$ cat src/rtl/button_code_encoder.sv
// Front-panel button encoder: synchronises and debounces four raw push buttons,
// then reports exactly one code (or a multi-press error) per push.
module button_code_encoder #(
    parameter int DEBOUNCE_CYCLES = 1250000
) (
    input  logic       clk,
    input  logic       rst,
    input  logic [3:0] btn,
    output logic [1:0] code,
    output logic       code_valid,
    output logic       multi_err,
    output logic       busy
);

    localparam int CNT_W = (DEBOUNCE_CYCLES > 1) ? $clog2(DEBOUNCE_CYCLES) : 1;
    localparam logic [CNT_W-1:0] CNT_MAX = CNT_W'(DEBOUNCE_CYCLES - 1);

    typedef enum logic [1:0] {
        IDLE     = 2'd0,
        DEBOUNCE = 2'd1,
        HELD     = 2'd2,
        RELEASE  = 2'd3
    } state_t;

    state_t           state;
    logic [3:0]       s1;
    logic [3:0]       btn_s;
    logic [3:0]       cand;
    logic [CNT_W-1:0] cnt;

    // {one_hot, index}; anything other than a single set bit is a multi-press
    function automatic logic [2:0] encode(input logic [3:0] b);
        case (b)
            4'b0001: encode = 3'b1_00;
            4'b0010: encode = 3'b1_01;
            4'b0100: encode = 3'b1_10;
            4'b1000: encode = 3'b1_11;
            default: encode = 3'b0_00;
        endcase
    endfunction

    logic [2:0] cand_enc;
    assign cand_enc = encode(cand);

    always_ff @(posedge clk) begin
        if (rst) begin
            s1         <= 4'b0000;
            btn_s      <= 4'b0000;
            state      <= IDLE;
            cnt        <= '0;
            cand       <= 4'b0000;
            code       <= 2'b00;
            code_valid <= 1'b0;
            multi_err  <= 1'b0;
            busy       <= 1'b0;
        end else begin
            s1         <= btn;
            btn_s      <= s1;
            code_valid <= 1'b0;
            multi_err  <= 1'b0;
            case (state)
                IDLE: begin
                    if (btn_s != 4'b0000) begin
                        cand  <= btn_s;
                        cnt   <= '0;
                        state <= DEBOUNCE;
                        busy  <= 1'b1;
                    end
                end
                DEBOUNCE: begin
                    if (btn_s != cand) begin
                        state <= IDLE;
                        busy  <= 1'b0;
                    end else if (cnt == CNT_MAX) begin
                        state <= HELD;
                        if (cand_enc[2]) begin
                            code       <= cand_enc[1:0];
                            code_valid <= 1'b1;
                        end else begin
                            multi_err  <= 1'b1;
                        end
                    end else begin
                        cnt <= cnt + CNT_W'(1);
                    end
                end
                HELD: begin
                    // extra buttons added while held are deliberately ignored
                    if (btn_s == 4'b0000) begin
                        cnt   <= '0;
                        state <= RELEASE;
                    end
                end
                RELEASE: begin
                    if (btn_s != 4'b0000) begin
                        state <= HELD;
                    end else if (cnt == CNT_MAX) begin
                        state <= IDLE;
                        busy  <= 1'b0;
                    end else begin
                        cnt <= cnt + CNT_W'(1);
                    end
                end
                default: begin
                    state <= IDLE;
                    busy  <= 1'b0;
                end
            endcase
        end
    end

endmodule
$ cat config.mk
export PLATFORM = sky130hd
export DESIGN_NAME = button_code_encoder
export DESIGN_NICKNAME = d
export VERILOG_FILES = /design/src/rtl/button_code_encoder.sv
export SDC_FILE = /design/constraint.sdc
export NUM_CORES = 1
export LEC_CHECK = 0
export ABC_AREA = 1
export BUFFER_PORTS_ARGS = -buffer_cell sky130_fd_sc_hd__buf_2
export CAP_MARGIN = 20
export CORE_MARGIN = 2
export CORE_UTILIZATION = 40
export DETAILED_ROUTE_END_ITERATION = 8
export HOLD_SLACK_MARGIN = 0.12
export PLACE_DENSITY = 0.52
export SYNTH_ARGS = -nofsm -noshare
export SYNTH_HDL_FRONTEND = slang
export SYNTH_SLANG_ARGS = --single-unit
$ cat constraint.sdc
create_clock -name clk -period 1.71 [get_ports clk]
set_input_delay 0.0855 -clock clk [delete_from_list [all_inputs] [get_ports clk]]
set_output_delay 0.0855 -clock clk [all_outputs]
set_load 0.05 [all_outputs]
### Yosys cells after proc, flatten, opt, wreduce, memory -nomap -nowiden

Cells that the tools add are included.

* bits in registers: 40
* bits of input ports: 6
* output and inout bits: 5
* word-level logic and storage cells: 61

* add/sub/neg operators: 1
* equality and inequality tests: 17
* mux-type cells: 21
* bitwise operators: 3
* reductions and logical operators: 10

Operators by type and width (number)
* $mux W21: 5
* $pmux W21 S4: 1
* $add A21 B1 Y21 const B: 1
* $eq A21 B21 Y1 const B: 1
* $mux W2: 6
* $ne A2 B2 Y1 const B: 6
* $pmux W3 S4: 1
* $reduce_and A4 Y1: 3
* $pmux W2 S4: 1
* $mux W1: 6
* $ne A3 B3 Y1 const B: 2
* $reduce_and A5 Y1: 1
* $eq A2 B2 Y1 const B: 2
* $eq A4 B1 Y1 const B: 1
* $eq A4 B2 Y1 const B: 1
* $eq A4 B3 Y1 const B: 1
* $eq A4 B4 Y1 const B: 1
* $logic_not A4 Y1: 1
* $ne A4 B4 Y1: 1
* $reduce_bool A4 Y1: 1
* $reduce_or A4 Y1: 1
* $not A1 Y1: 3
* $pmux W1 S3: 1
* $reduce_bool A3 Y1: 1
* other kinds (3): 3

### Logic depth before layout (Yosys ltp)

Gate-level depths: netlist of the first run.

* depth after elaboration: 4
* gate-level depth with buffers: 12
* mapped depth without buffers: 11

### Worst setup path after synthesis of the first run

No wires, ideal clock.

* path type: reg2reg
* from: register cnt[0]
* to: register cnt[20]
* setup time: 112 ps
* arrival: 1433 ps
* required time: 1598 ps
* path slack: 165 ps
* stages on the path, launching flop included: 13
* buffers on the path: 1
* period minus slack after synthesis: 1545 ps
* cells stage by stage: dfxtp_1 -> ha_1 -> nand3_2 -> inv_1 -> nand2_2 -> nor2_4 -> and2_1 -> buf_2 -> nand2_1 -> nand2_1 -> nand2_1 -> nand2_1 -> nand2_1

* word-level cells in the longest chain between the ends: 4
* elaborated cells between the ends (all ways): 6
* those cells by class: add/sub (1); eq/ne (1); mux (4)

RTL lines
* start, declared: line 29 `logic [CNT_W-1:0] cnt;`
* start signal, assigned: line 83 `cnt <= cnt + CNT_W'(1);`
* start signal, assigned: line 100 `cnt <= cnt + CNT_W'(1);`
* $add A21 B1 Y21 / $eq A21 B21 Y1 (equally long branches)
* $mux W21 *: line 74, 96
* $mux W21, on equally long branches: line 94, 71
* $pmux W21 S4 *: line 61 `case (state)`

Mark *: on every way between the ends. The rest lies on a longest branch, timed or not. The select of a mux whose other input is x is not followed.
A chain may end at the register's enable or synchronous reset.

### Worst setup path in the final report of the first run

* from: register cnt[1]
* to: register cnt[1]

The elaborated chain is that of the path after synthesis.

==> results.txt, run 1 <==
----------------------------------------------------
[Outcome]
  Outcome ... complete, no violations

[Drt]
  Number of DRC violations after detailed routing ... 0
  Total Wirelength ... 5520 µm
  Routed wirelength normalized by instance count ... 11.3 µm
  Vias after detailed routing ... 2282
  Mean number of vias per cell ... 4.68
  Number of nets with antenna violations after detailed routing ... 0
  First-pass iteration count of the detailed router ... 4
  Starting DRC count in detailed routing ... 91

[Power and ir drop]
  Total power ... 2.27 mW
  Highest ir drop seen on vdd ... 0.369 mV
  Pwr Density ... 832 mW/mm²
  Leakage ... 1.25 nW

[Placed design]
  Post-Place Cell Area ... 0.00255 mm²
  HPWL after DPL ... 4270 µm
  Port buffer count ... 10
  Pre-CTS setup slack ... 0.0152 ns
  Placer Congestion ... 0.888
  Number of placed cells counting well taps ... 475

[Timing]
  Share of the clock period used by the worst path after layout ... 91.9%
  Maximum achievable frequency ... 0.636 GHz
  Worst slew pin tran ... 0.407 ns
  Final critical-path required period ... 1.57 ns
  Final Hold Violating Endpoints ... 0
  RSZ-0062 raised after global routing ... no
  Final worst setup slack ... 0.138 ns
  Setup TNS Final ... 0 ns
  Total of endpoints with negative setup slack in the final report ... 0
  Worst-case hold slack ... 0.407 ns
  Number of max-slew violations in the final report ... 0
  Relative slew margins ... 72.7%
  Clock tree skew after final layout ... 0.00659 ns

[Floorplanning]
  Starting density of the core ... 41.5%
  Die Area ... 0.00634 mm²
  Die Y ... 79.6 µm
  Site row count ... 27
  Core footprint ... 0.00551 mm²
  Die boundary width ... 79.6 µm
  Count of pins on the block boundary ... 11

[Setup path]
  Worst setup path category ... reg2reg
  Sequence of cells on the critical path ... ha_2 > nand3_2 > nor2_4 > nand4_4 > nand3_4 > nand2_2 > inv_4 > nand2_1 > nand2_1
  Kind of cell adding the most delay to the critical path ... simple AND/OR/NAND/NOR gates
  Library cell appearing most often on the critical path ... sky130_fd_sc_hd__nand2_1
  Sort of element at the start of the critical path ... flip-flop
  Req. time, crit path ... 1.95 ns
  Crit-path max FO ... 7
  Worst-case register-to-register setup slack ... 0.14 ns
  Number of buffers and inverters on the critical path ... 1
  Critical Path Max Stage Delay ... 0.36 ns
  Crit path DAT ... 1.82 ns
  Crit path capture type ... flip-flop
  Slowest-stage cell, CP ... sky130_fd_sc_hd__dfxtp_2

[Clock network]
  Number of clock sinks ... 40
  Number of buffers created by CTS ... 5
  Clock input transition at the sequential cells of the worst setup and hold paths ... 0.09 ns
  H-tree Lvls ... 2
  Number of buffers between clock root and the deepest sink ... 2
  Clock root buffer master ... sky130_fd_sc_hd__clkbuf_8
  Clock latency on the worst-skew pair ... 0.30 ns
  Clock tree from TritonCTS ... yes

[Layout]
  Area grow syn2layout ... 19.5%
  Most common cell after layout, fill and taps aside ... sky130_fd_sc_hd__nand2_1
  Register cell area after layout ... 806 µm²
  Final Non-Filler Cells ... 488
  Nets ... 422
  Layout cells sized above 1 ... 15.9%
  Top library cells by usage in the layout, fill and taps aside ... sky130_fd_sc_hd__nand2_1, sky130_fd_sc_hd__inv_1, sky130_fd_sc_hd__nor2_1, sky130_fd_sc_hd__dfxtp_1, sky130_fd_sc_hd__nand3_1
  Post-route standard cell area excluding fillers ... 0.00273 mm²
  Number of inserted filler cells in the final layout ... 605
  Total area of multi-input combinational cells ... 0.00126 mm²
  Number of inserted diodes ... 0
  Fraction of the core area covered by cells at the end of the flow ... 49.6%

[Logic synthesis]
  Post-synthesis net count ... 387
  Number of flip-flops and latches in the synthesized netlist ... 40
  Area of the mapped netlist ... 0.00229 mm²
  Synth cell types ... 30
  Number of instances in the synthesized netlist ... 380
  Number of warnings issued by yosys ... 0
  Proportion of synthesized chip area in sequential cells ... 35.0%
  Avg Cell Area, Syn ... 6.02 µm²

[GRT]
  Initial antenna violation count ... 0
  Pin count of the biggest net entering global routing ... 24
  Global-route wire length before repair ... 9470 µm
  Number of global-route vias before repair ... 2116
  GRT overflow ... 0
  Total Routing Usage GR ... 19.0%

[Job]
  Max-cap viol count ... 0

[Min path]
  Worst hold path class ... reg2reg

----------------------------------------------------
==> logic make-up (layout without fill, tap and decap cells) <==
logic type,Yosys count,count (layout),share of synthesized area [%]
and+or+nand+nor,240,240,45.1
buffers and inverters,66,102,11.4
xor gates and xnor gates,2,2,0.766
adders and majority gates,1,1,0.547
DFF,40,40,35.0
AOI/OAI and AO/OA,31,31,7.17
==> power breakdown <==
group          leakage (nW)  internal (mW)  switching, mW
clock                0.0404          0.289          0.373
combinational         0.882          0.223          0.382
sequential            0.327          0.972         0.0338
total                  1.25           1.48          0.789
==> cell type report <==
type | instances | area share [%]
Tap cell | 72 | 3.30
Clock buffer | 5 | 2.52
Sequential cell | 40 | 29.5
Multi-Input combinational cell | 274 | 46.0
Clock inverter | 3 | 0.870
Inverter | 59 | 8.20
Timing Repair Buffer | 35 | 9.62
==> registers in the layout, indices dropped and copies added (netlist names) <==
name / count
multi_err: 1
s1: 4
code_valid: 1
busy: 1
cand: 4
btn_s: 4
cnt: 21
state: 2
code: 2
==> worst paths after layout <==
kind,startpoint,end,cells past startpoint
worst max-delay path,cnt[1],cnt[1],9
worst min-delay path,s1[1],btn_s[1],2
worst max register to register,cnt[1],cnt[1],9
worst min register to register,s1[1],btn_s[1],2
==> tightest hold or removal path: cells and delay by family, from the launching register on <==
kind	cells	cell delay, ns
flip-flops	1	0.30
buffers and inverters	1	0.04
AND/OR/NAND/NOR	1	0.03
==> synth_stat cells, drive strengths merged <==
cell / count / area (µm²)
a21oi: 18 / 93.8
and2: 1 / 6.26
buf: 4 / 27.5
clkbuf: 3 / 11.3
clkinv: 1 / 3.75
dfxtp: 40 / 801
ha: 1 / 12.5
inv: 58 / 218
nand2: 142 / 541
nand3: 30 / 173
nand4: 4 / 40.0
nor2: 57 / 236
nor3: 3 / 15.0
nor3b: 1 / 7.51
nor4: 2 / 12.5
o21ai: 11 / 55.1
o21bai: 1 / 7.51
o31ai: 1 / 7.51
xor2: 2 / 17.5
==> metal layers <==
metal / vias to the layer above / GRT usage (%) / share of wire, %
met5: - / 0 / 0
met4: 0 / 4.83 / 1.3
met3: 7 / 3.39 / 1.8
met2: 27 / 33.4 / 48
met1: 1018 / 23.8 / 49
li1: 1230 / - / -
==> what timing repair did <==
| item | CTS | global route |
|---|---|---|
| hold buffers | 5 | 0 |
| setup buffers | 0 | 0 |
| hold endpoints to repair | 6 | 0 |
| gates resized for setup | 0 | 16 |
| endpoints found under the setup margin | 0 | 23 |
No activity file was read; power rests on OpenSTA's default activity.
==> run 2: changes to the inputs <==
Settings changed: CORE_UTILIZATION 40 to 56, PLACE_DENSITY 0.52 to 0.7.
Clock period 1.71 ns to 1.5 ns, I/O delays scaled along.
==> run 2 against run 1 <==
Compared with the run above: the flow now finishes with violations (negative setup slack); global-route usage up 7.6 points; first-iteration DRC count is 18% higher; combinational power grew 34%; non-clock buffer count grew 25; core utilization increased by 30 points; power is 40% higher; critical path depth unchanged; via count up 9.9%; worst hold slack got worse by 0.0075 ns; sequential share of layout area is 2.8 points lower; flip-flop and latch count did not move; cell count grew 0.61%; largest power group is now the clock network.
==> results.txt, run 2 (synthesis gave the netlist of run 1 again) <==
----------------------------------------------------
[Drt]
  Number of DRC violations after detailed routing ... 0 (unchanged)
  Vias after detailed routing ... 2508 (+9.9%)
  Routed wirelength normalized by instance count ... 12.2 µm (+7.5%)
  Starting DRC count in detailed routing ... 107 (+18%)
  Number of nets with antenna violations after detailed routing ... 0 (unchanged)
  First-pass iteration count of the detailed router ... 5 (+1)
  Total Wirelength ... 5970 µm (+8.2%)
  Mean number of vias per cell ... 5.11 (+9.2%)

[Placed design]
  Placer Congestion ... 0.918 (+3.4%)
  Port buffer count ... 10 (unchanged)
  HPWL after DPL ... 4140 µm (-3.0%)
  Number of placed cells counting well taps ... 476 (+0.21%)
  Pre-CTS setup slack ... -0.0856 ns (-0.101 ns)
  Post-Place Cell Area ... 0.00269 mm² (+5.6%)

[Outcome]
  Outcome ... finished with violations
  Violations in the final reports ... negative setup slack

[Timing]
  Final worst setup slack ... -0.0101 ns (-0.148 ns)
  RSZ-0062 raised after global routing ... yes
  Total of endpoints with negative setup slack in the final report ... 1 (+1)
  Relative slew margins ... 77.2% (+4.5 points)
  Final critical-path required period ... 1.51 ns (-0.0622 ns)
  Number of max-slew violations in the final report ... 0 (unchanged)
  Maximum achievable frequency ... 0.662 GHz (+4.1%)
  Worst-case hold slack ... 0.399 ns (-0.00753 ns)
  Share of the clock period used by the worst path after layout ... 101% (+8.7 points)
  Final Hold Violating Endpoints ... 0 (unchanged)
  Setup TNS Final ... -0.0101 ns (-0.0101 ns)
  Clock tree skew after final layout ... 0.00733 ns (+0.000737 ns)
  Worst slew pin tran ... 0.339 ns (-0.0689 ns)

[Clock network]
  Clock root buffer master ... sky130_fd_sc_hd__clkbuf_8
  H-tree Lvls ... 2 (unchanged)
  Number of buffers created by CTS ... 5 (unchanged)
  Clock latency on the worst-skew pair ... 0.30 ns (about the same)
  Clock tree from TritonCTS ... yes
  Number of clock sinks ... 40 (unchanged)
  Clock input transition at the sequential cells of the worst setup and hold paths ... 0.08 ns (about the same)
  Number of buffers between clock root and the deepest sink ... 2 (unchanged)

[Job]
  Max-cap viol count ... 0 (unchanged)

[GRT]
  Total Routing Usage GR ... 26.6% (+7.6 points)
  Global-route wire length before repair ... 9140 µm (-3.4%)
  Initial antenna violation count ... 0 (unchanged)
  GRT overflow ... 0 (unchanged)
  Number of global-route vias before repair ... 2164 (+2.3%)
  Pin count of the biggest net entering global routing ... 23 (-4.2%)

[Power and ir drop]
  Combinational share of power ... 25.4% (-1.2 points)
  Pwr Density ... 1010 mW/mm² (+22%)
  Switching part of the total ... 29.0% (-5.7 points)
  Register share of total power ... 36.0% (-8.2 points)
  Leakage ... 1.45 nW (+16%)
  Highest ir drop seen on vdd ... 0.591 mV (+60%)
  Total power ... 3.19 mW (+40%)
  Clock share of power ... 38.5% (+9.3 points)
  Net Sw Power ... 0.925 mW (+17%)
  Internal Dissipation ... 2.27 mW (+53%)

[Setup path]
  Sort of element at the start of the critical path ... flip-flop
  Crit path capture type ... flip-flop
  Crit path DAT ... 1.73 ns (-0.09 ns)
  Crit-path max FO ... 5 (-2)
  Worst setup path category ... reg2reg
  Req. time, crit path ... 1.72 ns (-0.23 ns)

[Floorplanning]
  Die Y ... 67.9 µm (-15%)
  Core footprint ... 0.00397 mm² (-28%)
  Count of pins on the block boundary ... 11 (unchanged)
  Die boundary width ... 67.9 µm (-15%)
  Site row count ... 23 (-15%)
  Die Area ... 0.00461 mm² (-27%)
  Starting density of the core ... 57.6% (+16 points)

[Min path]
  Worst hold path class ... reg2reg

[Layout]
  Largest register by flop count ... cnt
  Final Non-Filler Cells ... 491 (+0.61%)
  Post-route standard cell area excluding fillers ... 0.00315 mm² (+15%)
  Number of flip-flops in the largest register ... 21 (unchanged)
  Nets ... 447 (+5.9%)
  Number of inserted diodes ... 0 (unchanged)
  Area grow syn2layout ... 37.9%
  Total area of multi-input combinational cells ... 0.00141 mm² (+12%)
  Fraction of the core area covered by cells at the end of the flow ... 79.4% (+30 points)
  Top library cells by usage in the layout, fill and taps aside ... sky130_fd_sc_hd__nand2_1, sky130_fd_sc_hd__inv_1, sky130_fd_sc_hd__buf_4, sky130_fd_sc_hd__nor2_1, sky130_fd_sc_hd__nand3_1
  Number of inserted filler cells in the final layout ... 294 (-51%)
  Register cell area after layout ... 841 µm² (+4.3%)
  Layout cells sized above 1 ... 33.1% (+17 points)
  Most common cell after layout, fill and taps aside ... sky130_fd_sc_hd__nand2_1

----------------------------------------------------
## run 2: layout make-up
type / instances / share of cell area (%)
clock buffers: 5 / 2.18
flip-flops and latches: 40 / 26.7
multi-input cells: 274 / 44.6
inverters: 59 / 7.18
repair buffers: 60 / 14.5
well taps: 50 / 1.98
clock inverters: 3 / 2.86
## run 2: worst paths after layout
| path | slack, ns | cells after the start | end | from |
|---|---|---|---|---|
| worst max-delay path | -0.01 | 9 | cnt[4] | cnt[9] |
| worst min-delay path | 0.40 | 2 | btn_s[3] | s1[3] |
| worst max register to register | -0.01 | 9 | cnt[4] | cnt[9] |
| worst min register to register | 0.40 | 2 | btn_s[3] | s1[3] |
## run 2: repair_timing
item | 4_1_cts | 5_1_grt
cloned | 0 | 1
setup endpoints to repair | 14 | 28
gates resized for setup | 9 | 82
endpoints found under the hold margin | 7 | 0
hold buffers | 5 | 0
pin swaps | 0 | 24
buffers inserted | 0 | 1
## run 2: power by group through the flow
stage	Combinational, mW	Clock (mW)	Sequential [mW]
floorplan	0.408	0	1.19
global placement	0.666	0	1.17
detailed placement	0.671	0	1.17
CTS	0.687	1.24	1.15
global route	0.891	1.27	1.16
finish	0.812	1.23	1.15
## run 2: critical path, stage by stage (launching register included)
cell and delay, ns:
sky130_fd_sc_hd__dfxtp_4 0.36, sky130_fd_sc_hd__inv_1 0.04, sky130_fd_sc_hd__nor2_1 0.09, sky130_fd_sc_hd__nand2_1 0.10, sky130_fd_sc_hd__nor2_4 0.18, sky130_fd_sc_hd__nand4_4 0.14, sky130_fd_sc_hd__nand3_4 0.18, sky130_fd_sc_hd__buf_6 0.13
sky130_fd_sc_hd__nand2_1 0.06, sky130_fd_sc_hd__a21oi_1 0.14
## run 2: per-layer routing
| layer | global-route usage, % | up-vias | wire (µm) |
|---|---|---|---|
| met5 | 0 | - | 0 |
| met4 | 7.75 | 0 | 97 |
| met3 | 4.44 | 12 | 215 |
| met2 | 47.8 | 60 | 3020 |
| met1 | 32.5 | 1149 | 2640 |
| li1 | - | 1287 | - |
